File: src/rtl/irq_pending_ctrl.sv
// Pending/mask stage ahead of the 16-bit priority encoder, with a valid/ready index output.
// Optional macro IRQ_EDGE_DETECT_EN: rising-edge request capture plus a lost-request counter.
module irq_pending_ctrl #(
  parameter int unsigned N   = 16,
  parameter int unsigned IDW = 4
) (
  input  logic           clk_i,
  input  logic           rst_ni,
  input  logic [N-1:0]   req_i,
  input  logic [N-1:0]   mask_i,
  output logic [N-1:0]   enc_vec_o,
  input  logic [IDW-1:0] enc_idx_i,
  input  logic           enc_valid_i,
  output logic           irq_valid_o,
  output logic [IDW-1:0] irq_id_o,
  input  logic           irq_ready_i,
  input  logic           lost_clr_i,
  output logic [7:0]     lost_cnt_o
);

  typedef enum logic {
    IDLE    = 1'b0,
    PRESENT = 1'b1
  } state_t;

  state_t         state_q, state_d;
  logic [IDW-1:0] id_q, id_d;
  logic [N-1:0]   pending_q, pending_d;
  logic [N-1:0]   set_vec, clr_vec;
  logic           accept;

  always_comb begin
    state_d = state_q;
    id_d    = id_q;
    accept  = 1'b0;
    case (state_q)
      IDLE: begin
        if (enc_valid_i) begin
          id_d    = enc_idx_i;
          state_d = PRESENT;
        end
      end
      PRESENT: begin
        if (irq_ready_i) begin
          accept  = 1'b1;
          state_d = IDLE;
        end
      end
      default: state_d = IDLE;
    endcase
  end

  always_ff @(posedge clk_i or negedge rst_ni) begin
    if (!rst_ni) begin
      state_q <= IDLE;
      id_q    <= '0;
    end else begin
      state_q <= state_d;
      id_q    <= id_d;
    end
  end

  // Set is OR-ed in after the clear so a same-edge set keeps the bit pending.
  assign clr_vec   = accept ? ({{(N-1){1'b0}}, 1'b1} << id_q) : '0;
  assign pending_d = (pending_q & ~clr_vec) | set_vec;

  always_ff @(posedge clk_i or negedge rst_ni) begin
    if (!rst_ni) begin
      pending_q <= '0;
    end else begin
      pending_q <= pending_d;
    end
  end

  assign enc_vec_o   = pending_q & ~mask_i;
  assign irq_valid_o = (state_q == PRESENT);
  assign irq_id_o    = id_q;

`ifdef IRQ_EDGE_DETECT_EN
  logic [N-1:0] req_q;
  logic [N-1:0] lost_vec;
  logic [IDW:0] lost_num;
  logic [8:0]   lost_sum;
  logic [7:0]   lost_q;

  assign set_vec  = req_i & ~req_q;
  assign lost_vec = set_vec & pending_q & ~clr_vec;

  always_comb begin
    lost_num = '0;
    for (int unsigned i = 0; i < N; i++) begin
      lost_num = lost_num + {{IDW{1'b0}}, lost_vec[i]};
    end
  end

  assign lost_sum = {1'b0, lost_q} + {{(8 - IDW){1'b0}}, lost_num};

  always_ff @(posedge clk_i or negedge rst_ni) begin
    if (!rst_ni) begin
      req_q  <= '0;
      lost_q <= '0;
    end else begin
      req_q <= req_i;
      if (lost_clr_i) begin
        lost_q <= '0;
      end else if (lost_sum[8]) begin
        lost_q <= '1;
      end else begin
        lost_q <= lost_sum[7:0];
      end
    end
  end

  assign lost_cnt_o = lost_q;
`else
  logic unused_lost_clr;

  assign set_vec         = req_i;
  assign lost_cnt_o      = '0;
  assign unused_lost_clr = lost_clr_i;
`endif

endmodule

File: config.mk
export PLATFORM = sky130hd
export DESIGN_NAME = irq_pending_ctrl
export DESIGN_NICKNAME = d
export VERILOG_FILES = /design/src/rtl/irq_pending_ctrl.sv
export SDC_FILE = /design/constraint.sdc
export NUM_CORES = 1
export LEC_CHECK = 0
export ABC_AREA = 1
export BUFFER_PORTS_ARGS = -buffer_cell sky130_fd_sc_hd__buf_2
export CAP_MARGIN = 20
export CORE_UTILIZATION = 38
export DETAILED_ROUTE_END_ITERATION = 8
export GPL_TIMING_DRIVEN = 0
export PLACE_DENSITY = 0.78
export SLEW_MARGIN = 10
export SYNTH_ARGS = -nofsm -noshare
export SYNTH_HDL_FRONTEND = slang
export SYNTH_SLANG_ARGS = --single-unit
export TNS_END_PERCENT = 50
File: constraint.sdc
create_clock -name clk_i -period 0.8 [get_ports clk_i]
set_input_delay 0.04 -clock clk_i [delete_from_list [all_inputs] [get_ports clk_i]]
set_output_delay 0.04 -clock clk_i [all_outputs]
set_load 0.02 [all_outputs]
==> run summary, run 1 <==
The number of antenna violations at the first check in global routing is 0. The library cell with the largest summed area after synthesis is dfrtp_1. Sorting the synthesized cells by area gives the leading types as dfrtp_1 48%, nand2_1 12%, inv_1 11%, nor2_1 9.2%, buf_4 5.4%. The count of buffers added on input and output ports is 60.

The static power due to leakage came out at 1.16 nW. Traced cell by cell, the critical path runs through inv_1 -> nor2_1 -> buf_4. The post-placement cell area came out at 1490 um^2. The I/O pin count came out at 70. STA classifies the critical path startpoint as a flop.

In this run the remaining antenna-violating nets after routing total 0. The flow ran to the end, but the final reports show violations. The largest stage delay on the critical path came out at 400 ps. The final clock skew came out at 4.40 ps. The clock network fraction of total power came out at 0.169. The share of synthesized area in the top cell type comes to 0.476.

The number of cells produced by synthesis is 152. The final critical delay including setup and external delays came out at 1030 ps. The max-slew violation total from the final report came out at 0. The number of core rows came out at 19.

The dominant delay contributor by cell family on the critical path is flip-flops. Clock tree synthesis selected as its root buffer the cell clkbuf_4. The global-route total usage across every layer is 0.183. The total overflow left after global routing is 0. The region available for standard cell placement spans 2760 um^2. The sequential element share of the synthesized area is 0.476.

After synthesis, the most frequently instantiated cells are 35 x nand2_1, 33 x inv_1, 27 x nor2_1. The initial cell density of the core came out at 0.401. The highest clock frequency the design can meet is 971 MHz. The data arrival time of the critical path came out at 990 ps. After layout, the design draws a total of 0.00297 W.

The max-capacitance violation count came out at 0. STA classifies the critical path endpoint as a primary output. The final sum of negative setup slack is -6720 ps. The number of DRC markers in iteration 0 is 15. Dividing the final minimum period by the clock period gives 1.29. From bottom edge to top edge, the die measures 55.9 um. The total inserted antenna cells is 0. The tightest min-delay check is of the in2reg type. Setup violations remaining at the end of the flow were counted as 42. For this design, the sink count on the clock tree is 21. The TritonCTS buffer count came out at 3.

For this run, the detailed router's first-pass iteration total came to 4. The synthesis warning total is 0. The cell area after layout is 1990 um^2. The required time at the worst-slack endpoint came out at 760 ps. The routed layout has 1206 vias. The largest net degree at the start of global routing came out at 22. The clock passes through at most 2 buffers. The width of the die is 55.9 um. The first-pass GRT wire length is 4.53 mm.

The minimum setup slack among reg-to-reg paths is -210 ps. In the final layout, the share of cells above drive strength 1 is 0.482. The number of register bits inferred by synthesis came out at 21. The most frequent cell after synthesis is nand2_1. The fraction of power spent switching nets is 0.359.

The insertion delay of the later-clocked pin in the worst-skew pair came out at 300 ps. The mean number of vias per cell came out at 4.22. The final setup slack of the worst path came out at -230 ps. The congestion estimate from routability-driven global placement came to 0.714.

The worst-case IR drop observed on VDD is 0.00110 V. The via count of the first global-routing pass came out at 1138. In this run the number of H-tree levels came out at 1. The die area came out at 3130 um^2. The clock edge transition at the registers on the reported setup and hold paths is 110 ps. The relative area change from synthesis to final layout came out at 80.4%. The part of the total power dissipated in sequential elements is 0.419. The final reports fail on setup timing. The proportion of synthesized flip-flops having asynchronous set or reset is 1.00. The number of nets at the end of the flow came out at 297. After synthesis, the mean cell area works out to 7.27 um^2. The combinational group share of total power is 0.412. At the placement stage, the worst setup path has a slack of -238 ps.

Setup repair after global routing could not meet its margin everywhere. The average routed wire per standard cell came out at 10.0 um. Together, buffers and inverters on the worst path number 2. Internal power comes to 0.00190 W. The final routed DRC violation total came out at 0. After detailed routing, the total wire length is 2.86 mm. For this run, the leading register cell type out of synthesis is dfrtp_1.

The net switching power is 0.00107 W. The power density of the placed cells is 1490 nW/um^2. The count of flip-flops with a built-in enable after synthesis came out at 0. The number of distinct library cells after synthesis is 15. The critical-path cell with the highest stage delay is dfrtp_1. The class of the most critical setup path is reg2out. The post-synth design cell area came out at 1100 um^2. The hold violation count in the final report was 0. Summed over all nets, the half-perimeter wirelength after detailed placement is 1.71 mm. Along the worst path, the maximum fanout reaches 2. The TritonCTS clock tree is built.
flip-flops by register name (all words and copies together), names as in the netlist:
signal       count
pending_q       16
irq_valid_o      1
irq_id_o         4
tightest hold or removal path, delay by kind of cell:
| kind | cells | cell delay [ps] |
|---|---|---|
| AND/OR/NAND/NOR | 2 | 120 |
| buffers and inverters | 1 | 120 |
path summary, 6_finish.rpt:
path / from / cells after the start / endpoint
worst max-delay path: pending_q[8]$_DFF_PN0_ / 3 / enc_vec_o[8]
worst min-delay path: enc_valid_i / 3 / irq_id_o[3]$_DFFE_PN0P_
worst max register to register: irq_id_o[2]$_DFFE_PN0P_ / 5 / pending_q[8]$_DFF_PN0_
worst min register to register: pending_q[1]$_DFF_PN0_ / 2 / pending_q[1]$_DFF_PN0_
max in group asynchronous: rst_ni / 2 / irq_id_o[3]$_DFFE_PN0P_
min in group asynchronous: rst_ni / 2 / pending_q[3]$_DFF_PN0_
placed cells by master, fill, tap and decap left out, types with 3 or more instances in the layout:
| cell type | netlist | final |
|---|---|---|
| nor2_4 | 1 | 3 |
| clkbuf_4 | 0 | 3 |
| o21bai_1 | 4 | 4 |
| buf_6 | 1 | 7 |
| inv_1 | 33 | 25 |
| dfrtp_1 | 21 | 16 |
| nor2_1 | 27 | 17 |
| nor2_2 | 0 | 8 |
| dfrtp_2 | 0 | 5 |
| buf_2 | 0 | 44 |
| nand3_1 | 9 | 4 |
| dlygate4sd3_1 | 0 | 22 |
| nand3_2 | 1 | 4 |
| o21ai_1 | 4 | 3 |
| nand2_1 | 35 | 31 |
| buf_4 | 8 | 27 |
| conb_1 | 1 | 8 |
| inv_2 | 3 | 8 |
routing by layer:
metal  vias to the layer above  part of all wire  global-route usage
met5                         -                 0                   0
li1                        635                 -                   -
met3                         4             0.042              0.0209
met1                       529              0.42               0.206
met2                        38              0.53               0.358
met4                         0            0.0073              0.0523
area by class of cell:
cell class              instances  area [um^2]
fillers                       203          764
repair buffers                 92          662
flip-flops and latches         21          532
multi-input cells              93          505
inverters                      36          153
plain buffers                   9         75.1
well taps                      31         38.8
clock buffers                   3         22.5
clock inverters                 1         5.00
power by group through the flow:
stage | clock, W | combinational [W] | sequential [W]
2_1_floorplan | 0 | 0.000452 | 0.00130
3_3_place_gp | 0 | 0.000772 | 0.00125
3_5_place_dp | 0 | 0.000778 | 0.00125
4_1_cts | 0.000518 | 0.00107 | 0.00123
5_1_grt | 0.000558 | 0.00133 | 0.00125
6_report | 0.000503 | 0.00122 | 0.00124
cell families (layout without fill, tap and decap cells):
| group | count (synthesis) | in the layout | share of synthesized area |
|---|---|---|---|
| AND/OR/NAND/NOR | 73 | 73 | 0.271 |
| AO/OA/AOI/OAI | 12 | 12 | 0.0634 |
| flip-flops | 21 | 21 | 0.476 |
| other | 1 | 8 | 0.00339 |
| buffers and inverters | 45 | 141 | 0.187 |
what timing repair did:
item	CTS	global route
gates resized for setup	29	35
setup endpoints to repair	42	42
setup buffers	8	2
hold buffers	21	1
pin swaps	5	6
endpoints found under the hold margin	41	1
stage by stage:
stage / util / cells / hold slack (ps)
4_1_cts: 0.678 / 283 / 0.733
3_3_place_gp: 0.540 / 250 / 17.0
2_1_floorplan: - / 159 / -256
6_report: 0.723 / 286 / 2.82
3_5_place_dp: 0.540 / 250 / 21.6
5_1_grt: 0.723 / 286 / 13.3
No activity file was read; power rests on OpenSTA's default activity.
==> run 2: changes to the inputs <==
--- a/config.mk
+++ b/config.mk
@@ -12,6 +12,7 @@
 export DETAILED_ROUTE_END_ITERATION = 8
 export GPL_TIMING_DRIVEN = 0
 export PLACE_DENSITY = 0.78
+export RECOVER_POWER = 25
 export SLEW_MARGIN = 10
 export SYNTH_ARGS = -nofsm -noshare
 export SYNTH_HDL_FRONTEND = slang
==> run 2 against run 1 <==
The flow still finishes with violations (setup timing). Die area did not move. Critical path depth did not move. Worst setup slack did not move. Final area did not move. Clock skew did not move. Combinational power barely moved. Worst hold slack did not move. Global-route usage did not move. Routed wire length barely moved.
==> run summary, run 2 (synthesis results as in run 1) <==
The min-delay analysis places its worst path in the category in2reg. The slew at the pin with the worst max-slew slack came out at 521 ps. The total core area came out at 2760 um^2 (unchanged). The die area came out at 3130 um^2 (unchanged). The final setup slack of the worst path came out at -230 ps (unchanged). The share of the clock period used by the worst path is 1.29 (unchanged). In this run the most critical hold path is launched from enc_valid_i. The global-route total usage across every layer is 0.183 (unchanged).

The power density of the placed cells came out at 1490 nW/um^2 (about the same). The most common cell after layout, fill and taps aside is buf_2. The worst setup path is captured at a primary output. The depth of the worst hold-timing path is 3 (unchanged). The total of endpoints with negative setup slack in the final report came out at 42 (unchanged).

The hold violation count in the final report is 0 (unchanged). The insertion delay of the later-clocked pin in the worst-skew pair came to 300 ps (about the same). The relative area change from synthesis to final layout is 80.4% (unchanged). The clock sink count came to 21 (unchanged). The number of search-and-repair iterations in the first detailed-routing pass came out at 4 (unchanged). The final clock skew came to 4.40 ps (unchanged). The number of fillers in the final layout came out at 203 (unchanged). The port buffer count came out at 60 (unchanged).

The TritonCTS buffer count came to 3 (unchanged). The total inserted antenna cells came out at 0 (unchanged). The highest fanout seen on the critical path came out at 2 (unchanged).

The capture point of the worst reg-to-reg path is pending_q[8]$_DFF_PN0_. The number of nets at the end of the flow is 297 (unchanged). The data arrival time of the critical path was 990 ps (about the same). The layout cell share with drive strength beyond 1 is 0.482 (unchanged). The global route total overflow came out at 0 (unchanged).

In the layout the commonest cells are 43 x buf_2, 31 x nand2_1, 27 x buf_4. The flip-flop count of the largest register after layout is 16 (unchanged). The worst hold slack came out at 2.82 ps (unchanged). The max-slew violation total from the final report came out at 0 (unchanged). The final routed DRC violation total is 0 (unchanged).

The worst hold endpoint is irq_id_o[3]$_DFFE_PN0P_. The final critical delay including setup and external delays is 1030 ps (unchanged). The H-tree level count is 1 (unchanged). The tree is rooted in a clkbuf_4. The static power due to leakage is 1.16 nW (about the same). The largest buffer count on any clock path came to 2 (unchanged). The average routed wire per standard cell came out at 10.0 um (about the same). The final reports fail on setup timing. The via count of the first global-routing pass is 1138 (unchanged). The chip height was 55.9 um (unchanged). The I/O pin count is 70 (unchanged).

The routability congestion estimate is 0.714 (unchanged). The largest stage delay on the critical path was 400 ps (about the same). The worst setup path is launched from a flop.

The critical path goes through inv_1 -> nor2_1 -> buf_4. The width of the die came to 55.9 um (unchanged). The worst voltage drop across the vdd grid came out at 0.00110 V (about the same). The clock edge transition at the registers on the reported setup and hold paths came out at 110 ps (about the same). The buffers plus inverters on the worst setup path is 2 (unchanged). More flip-flops sit in one register than any other, and that register is pending_q. The first-pass GRT wire length came out at 4.53 mm (unchanged).

The number of core rows came to 19 (unchanged). The number of DRC markers in iteration 0 is 13 (-2). The highest clock frequency the design can meet is 971 MHz (unchanged). The origin of the critical flop-to-flop path is irq_id_o[2]$_DFFE_PN0P_. Setup repair after global routing could not meet its margin everywhere. The number of antenna violations at the first check in global routing is 0 (unchanged). The via count of the routed design was 1206 (unchanged). The total half-perimeter wirelength after legalization and detailed placement came to 1.71 mm (unchanged).

The run finished, with violations left. The number of cells traversed by the worst register-to-register path is 5 (unchanged). The utilization after layout is 0.723 (unchanged). The largest net degree at the start of global routing is 22 (unchanged). The sum of routed wire length over all layers is 2.86 mm (about the same). In this run the tightest slew margin relative to its limit is 0.653. The initial cell density of the core is 0.401 (unchanged). TritonCTS built the clock tree. The minimum setup slack among reg-to-reg paths came out at -210 ps (about the same). The class of the most critical setup path is reg2out. The mean number of vias per cell is 4.22 (unchanged). The required time at the worst-slack endpoint is 760 ps (about the same). The slowest stage of the critical path is the dfrtp_1 cell. The max-capacitance violation count came out at 0 (unchanged).

Broken down by cell family, the worst path's largest delay share belongs to flip-flops. The remaining number of nets flagged by the antenna check after routing is 0 (unchanged).
[run 2: cell types whose count changed in the layout (fill, tap and decap cells not counted), sizes merged]
cell / change
buf: -1
clkbuf: +1
[run 2: repair_timing]
item,4_1_cts,5_1_grt
setup buffers,8,2
gates resized for setup,29,35
endpoints found under the setup margin,42,42
hold buffers,21,1
pin swaps,5,6
hold endpoints to repair,41,1
[run 2: cell type report]
type,count,area [um^2],area share
Buffer,9,75.1,0.0377
Inverter,36,153,0.0766
Tap cell,31,38.8,0.0195
Timing Repair Buffer,92,662,0.332
Clock inverter,1,5.00,0.00251
Multi-Input combinational cell,93,505,0.254
Sequential cell,21,532,0.267
Clock buffer,3,22.5,0.0113
[run 2: stage by stage]
step	cell area, um^2	setup slack, ps	setup TNS (ps)	power [W]	std cells
floorplan	1150	-194	-3280	0.00175	159
global placement	1490	-223	-3460	0.00202	250
detailed placement	1490	-238	-3700	0.00203	250
CTS	1870	-189	-6440	0.00282	283
global route	1990	-287	-9070	0.00314	286
finish	1990	-230	-6720	0.00297	286
[run 2: per-layer routing]
| metal | global-route usage | vias up | share of wire |
|---|---|---|---|
| met1 | 0.206 | 529 | 0.42 |
| met3 | 0.0209 | 4 | 0.042 |
| met4 | 0.0523 | 0 | 0.0073 |
| met5 | 0 | - | 0 |
| met2 | 0.358 | 38 | 0.53 |
| li1 | - | 635 | - |
[run 2: power breakdown]
group          total (W)  switching [W]  internal (W)  leakage, nW
combinational    0.00122       0.000650      0.000573        0.945
sequential       0.00124      0.0000999       0.00114        0.194
clock           0.000503       0.000317      0.000186       0.0177
total            0.00297        0.00107       0.00190         1.16
[run 2: how the worst max path moves through the flow]
stage,cells past startpoint,slack [ps],end,startpoint
after floorplan,7,-190,pending_q[3]$_DFF_PN0_,irq_id_o[2]$_DFFE_PN0P_
after global placement,6,-220,pending_q[2]$_DFF_PN0_,irq_id_o[0]$_DFFE_PN0P_
after detailed placement,6,-240,pending_q[2]$_DFF_PN0_,irq_id_o[0]$_DFFE_PN0P_
after CTS,3,-190,enc_vec_o[0],pending_q[0]$_DFF_PN0_
after global routing,3,-290,enc_vec_o[7],pending_q[7]$_DFF_PN0_
final,3,-230,enc_vec_o[8],pending_q[8]$_DFF_PN0_
[run 2: tightest hold or removal path, stage by stage]
cell     delay, ps
buf_2          120
nand3_1         70
nand2_1         50
==> run 3: changes to the inputs <==
--- a/config.mk
+++ b/config.mk
@@ -8,10 +8,12 @@
 export ABC_AREA = 1
 export BUFFER_PORTS_ARGS = -buffer_cell sky130_fd_sc_hd__buf_2
 export CAP_MARGIN = 20
-export CORE_UTILIZATION = 38
+export CELL_PAD_IN_SITES_DETAIL_PLACEMENT = 0
+export CELL_PAD_IN_SITES_GLOBAL_PLACEMENT = 1
+export CORE_UTILIZATION = 25
 export DETAILED_ROUTE_END_ITERATION = 8
 export GPL_TIMING_DRIVEN = 0
-export PLACE_DENSITY = 0.78
+export PLACE_DENSITY = 0.77
 export RECOVER_POWER = 25
 export SLEW_MARGIN = 10
 export SYNTH_ARGS = -nofsm -noshare
==> run 3 against run 2 <==
The flow still finishes with violations (setup timing). Via count decreased by 3.9%. Worst setup slack got worse by 16 ps. First-iteration DRC count increased by 92%. Maximum frequency decreased by 1.5%. Critical path depth decreased by 1. Core utilization decreased by 24 points. Power increased by 6.0%. Global-route usage decreased by 5.3 points. Clock skew decreased by 1.8 ps. Sequential share of layout area about the same.
==> run summary, run 3 (synthesis results as in run 1) <==
The run finished, with violations left. The checks that failed: setup timing. The library cell used most frequently in the layout, excluding fill and tap cells, is buf_2.

The number of nets at the end of the flow is 297 (unchanged). Traced cell by cell, the critical path runs through buf_4 -> buf_4. The hold path startpoint is enc_idx_i[3]. The static power due to leakage was 1.16 nW (about the same).

The average routed wire per standard cell came out at 9.15 um (-8.5%). The hold violation count in the final report is 0 (unchanged). The largest individual stage delay along the critical path comes from the cell dfrtp_2. The power density of the placed cells is 1580 nW/um^2 (+6.0%). In this run the clock root is driven by a clkbuf_8. The number of cells traversed by the worst register-to-register path came to 5 (unchanged). The slew at the pin with the worst max-slew slack came to 527 ps (+6.09 ps).

The final routed DRC violation total came out at 0 (unchanged). The largest buffer count on any clock path was 2 (unchanged). The category of the worst setup path launch point is a flop. The top cell types in the final layout, fill and taps aside, are 41 x buf_2, 37 x buf_4, 30 x inv_1, 30 x nand2_1, 21 x nor2_1. The max-capacitance violation count is 0 (unchanged). The largest stage delay on the critical path was 450 ps (+50 ps). The startpoint identified for the worst register-to-register timing path is irq_id_o[0]$_DFFE_PN0P_. The width of the die came out at 68.5 um (+22%). The final clock skew is 2.59 ps (-1.81 ps). TritonCTS built the clock tree. The remaining number of nets flagged by the antenna check after routing is 0 (unchanged). In this run the worst hold path is classified as in2reg.

The most numerous cell type found on the critical path is buf_4. The chip height came out at 68.5 um (+22%). The worst hold endpoint is irq_id_o[3]$_DFFE_PN0P_.

The minimum setup slack among reg-to-reg paths was -200 ps (about the same). The final critical delay including setup and external delays is 1050 ps (+15.9 ps). The detailed-route wire length on metal 1 came out at 1.15 mm (-4.2%). The max-slew violation total from the final report came out at 0 (unchanged).

The required time at the worst-slack endpoint is 760 ps (about the same). The H-tree level count is 1 (unchanged). The total core area came to 4120 um^2 (+49%). The final setup slack of the worst path is -246 ps (-15.9 ps).

The cell area after layout came to 1990 um^2 (about the same). The data arrival time of the critical path came to 1010 ps (+20 ps). The met3 wire length is 141 um (+18%). The total half-perimeter wirelength after legalization and detailed placement is 1.95 mm (+14%). The worst hold slack was 8.40 ps (+5.58 ps). The highest layer touched by signal routing is met4.

The global route total overflow came out at 0 (unchanged). The port buffer count is 60 (unchanged). The mean number of vias per cell is 3.80 (-9.9%). The number of search-and-repair iterations in the first detailed-routing pass is 5 (+1). The buffers plus inverters on the worst setup path is 2 (unchanged). The relative slew slack came out at 0.649 (-0.00406). The sum of routed wire length over all layers is 2.79 mm (-2.4%). The number of DRC markers in iteration 0 came out at 25 (+12). The via count of the routed design came out at 1159 (-3.9%). The detailed route wirelength on metal2 came out at 1.48 mm (-2.4%). The highest fanout seen on the critical path came out at 5 (+3).

The total of endpoints with negative setup slack in the final report came out at 42 (unchanged). The clock edge transition at the registers on the reported setup and hold paths came out at 80 ps (-30 ps). Setup repair after global routing could not meet its margin everywhere. The insertion delay of the later-clocked pin in the worst-skew pair came out at 260 ps (-40 ps).

The worst voltage drop across the vdd grid came to 0.00111 V (+0.96%). The flip-flop count of the largest register after layout is 16 (unchanged). The capture point of the worst reg-to-reg path is pending_q[8]$_DFF_PN0_. The via count of the first global-routing pass came out at 1046 (-8.1%). The die area was 4690 um^2 (+50%). The TritonCTS buffer count is 3 (unchanged).

The total inserted antenna cells is 0 (unchanged). The relative area change from synthesis to final layout came to 80.5% (about the same). The share of the clock period used by the worst path came out at 1.31 (+0.0199).

The register with the most flip-flops in the final layout is pending_q. The type of destination of the critical path is a primary output. The routability congestion estimate is 0.721 (+0.91%). The first-pass GRT wire length was 4.46 mm (-1.7%). The highest clock frequency the design can meet is 956 MHz (-1.5%).

The class of the most critical setup path is reg2out. The number of fillers in the final layout is 438 (+120%). The initial cell density of the core came out at 0.268 (-0.132). Grouping stages by cell kind, the critical path spends the most delay in flip-flops. The total design power came out at 0.00315 W (+6.0%). The final sum of negative setup slack is -6220 ps (+503 ps). The post-placement cell area is 1510 um^2 (+1.6%). The depth of the worst hold-timing path is 3 (unchanged). The largest net degree at the start of global routing is 22 (unchanged). The number of antenna violations at the first check in global routing came out at 0 (unchanged). The number of core rows is 23 (+4). The layout cell share with drive strength beyond 1 is 0.455 (-0.0275).

The placement-stage worst setup slack came out at -248 ps (-10.3 ps). The global-route total usage across every layer is 0.130 (-0.0530). The I/O pin count is 70 (unchanged). The clock sink count came to 21 (unchanged).
## run 3: repair_timing
action,CTS,global route
cloned,0,0
endpoints found under the setup margin,42,42
gates resized for setup,26,21
hold buffers,17,0
pin swaps,2,8
hold endpoints to repair,37,0
buffers inserted,6,9
## run 3: stage by stage
step | util | instances
detailed placement | 0.368 | 269
global placement | 0.368 | 269
finish | 0.485 | 305
global route | 0.485 | 305
CTS | 0.449 | 296
floorplan | - | 159
## run 3: metal layers
metal,GRT usage,vias to the layer above
met1,0.149,488
met5,0,-
met4,0.0234,0
li1,-,632
met3,0.0400,2
met2,0.235,37
## run 3: worst max-delay path by stage
stage | startpoint | endpoint | slack (ps) | cells past startpoint
after floorplan | irq_id_o[2]$_DFFE_PN0P_ | pending_q[3]$_DFF_PN0_ | -190 | 7
after global placement | irq_id_o[0]$_DFFE_PN0P_ | pending_q[2]$_DFF_PN0_ | -240 | 6
after detailed placement | irq_id_o[0]$_DFFE_PN0P_ | pending_q[2]$_DFF_PN0_ | -250 | 6
after CTS | irq_id_o[0]$_DFFE_PN0P_ | pending_q[2]$_DFF_PN0_ | -210 | 6
after global routing | irq_id_o[2]$_DFFE_PN0P_ | pending_q[3]$_DFF_PN0_ | -300 | 7
final | irq_id_o[0]$_DFFE_PN0P_ | irq_id_o[0] | -250 | 2
## run 3: power breakdown
part	internal [W]	leakage, nW	switching, W
Clock	0.000347	0.0255	0.000346
Sequential	0.00114	0.194	0.0000849
Combinational	0.000599	0.939	0.000628
## run 3: area by class of cell
class | instances | area, um^2 | area share
repair buffers | 92 | 652 | 0.327
flip-flops and latches | 21 | 532 | 0.267
multi-input cells | 93 | 483 | 0.242
inverters | 36 | 148 | 0.0740
plain buffers | 9 | 71.3 | 0.0358
well taps | 50 | 62.6 | 0.0314
clock buffers | 3 | 41.3 | 0.0207
clock inverters | 1 | 5.00 | 0.00251
## run 3: tightest hold or removal path, cell delays in order
cell and delay [ps]:
buf_2 70, nand3_1 60, nand2_1 60
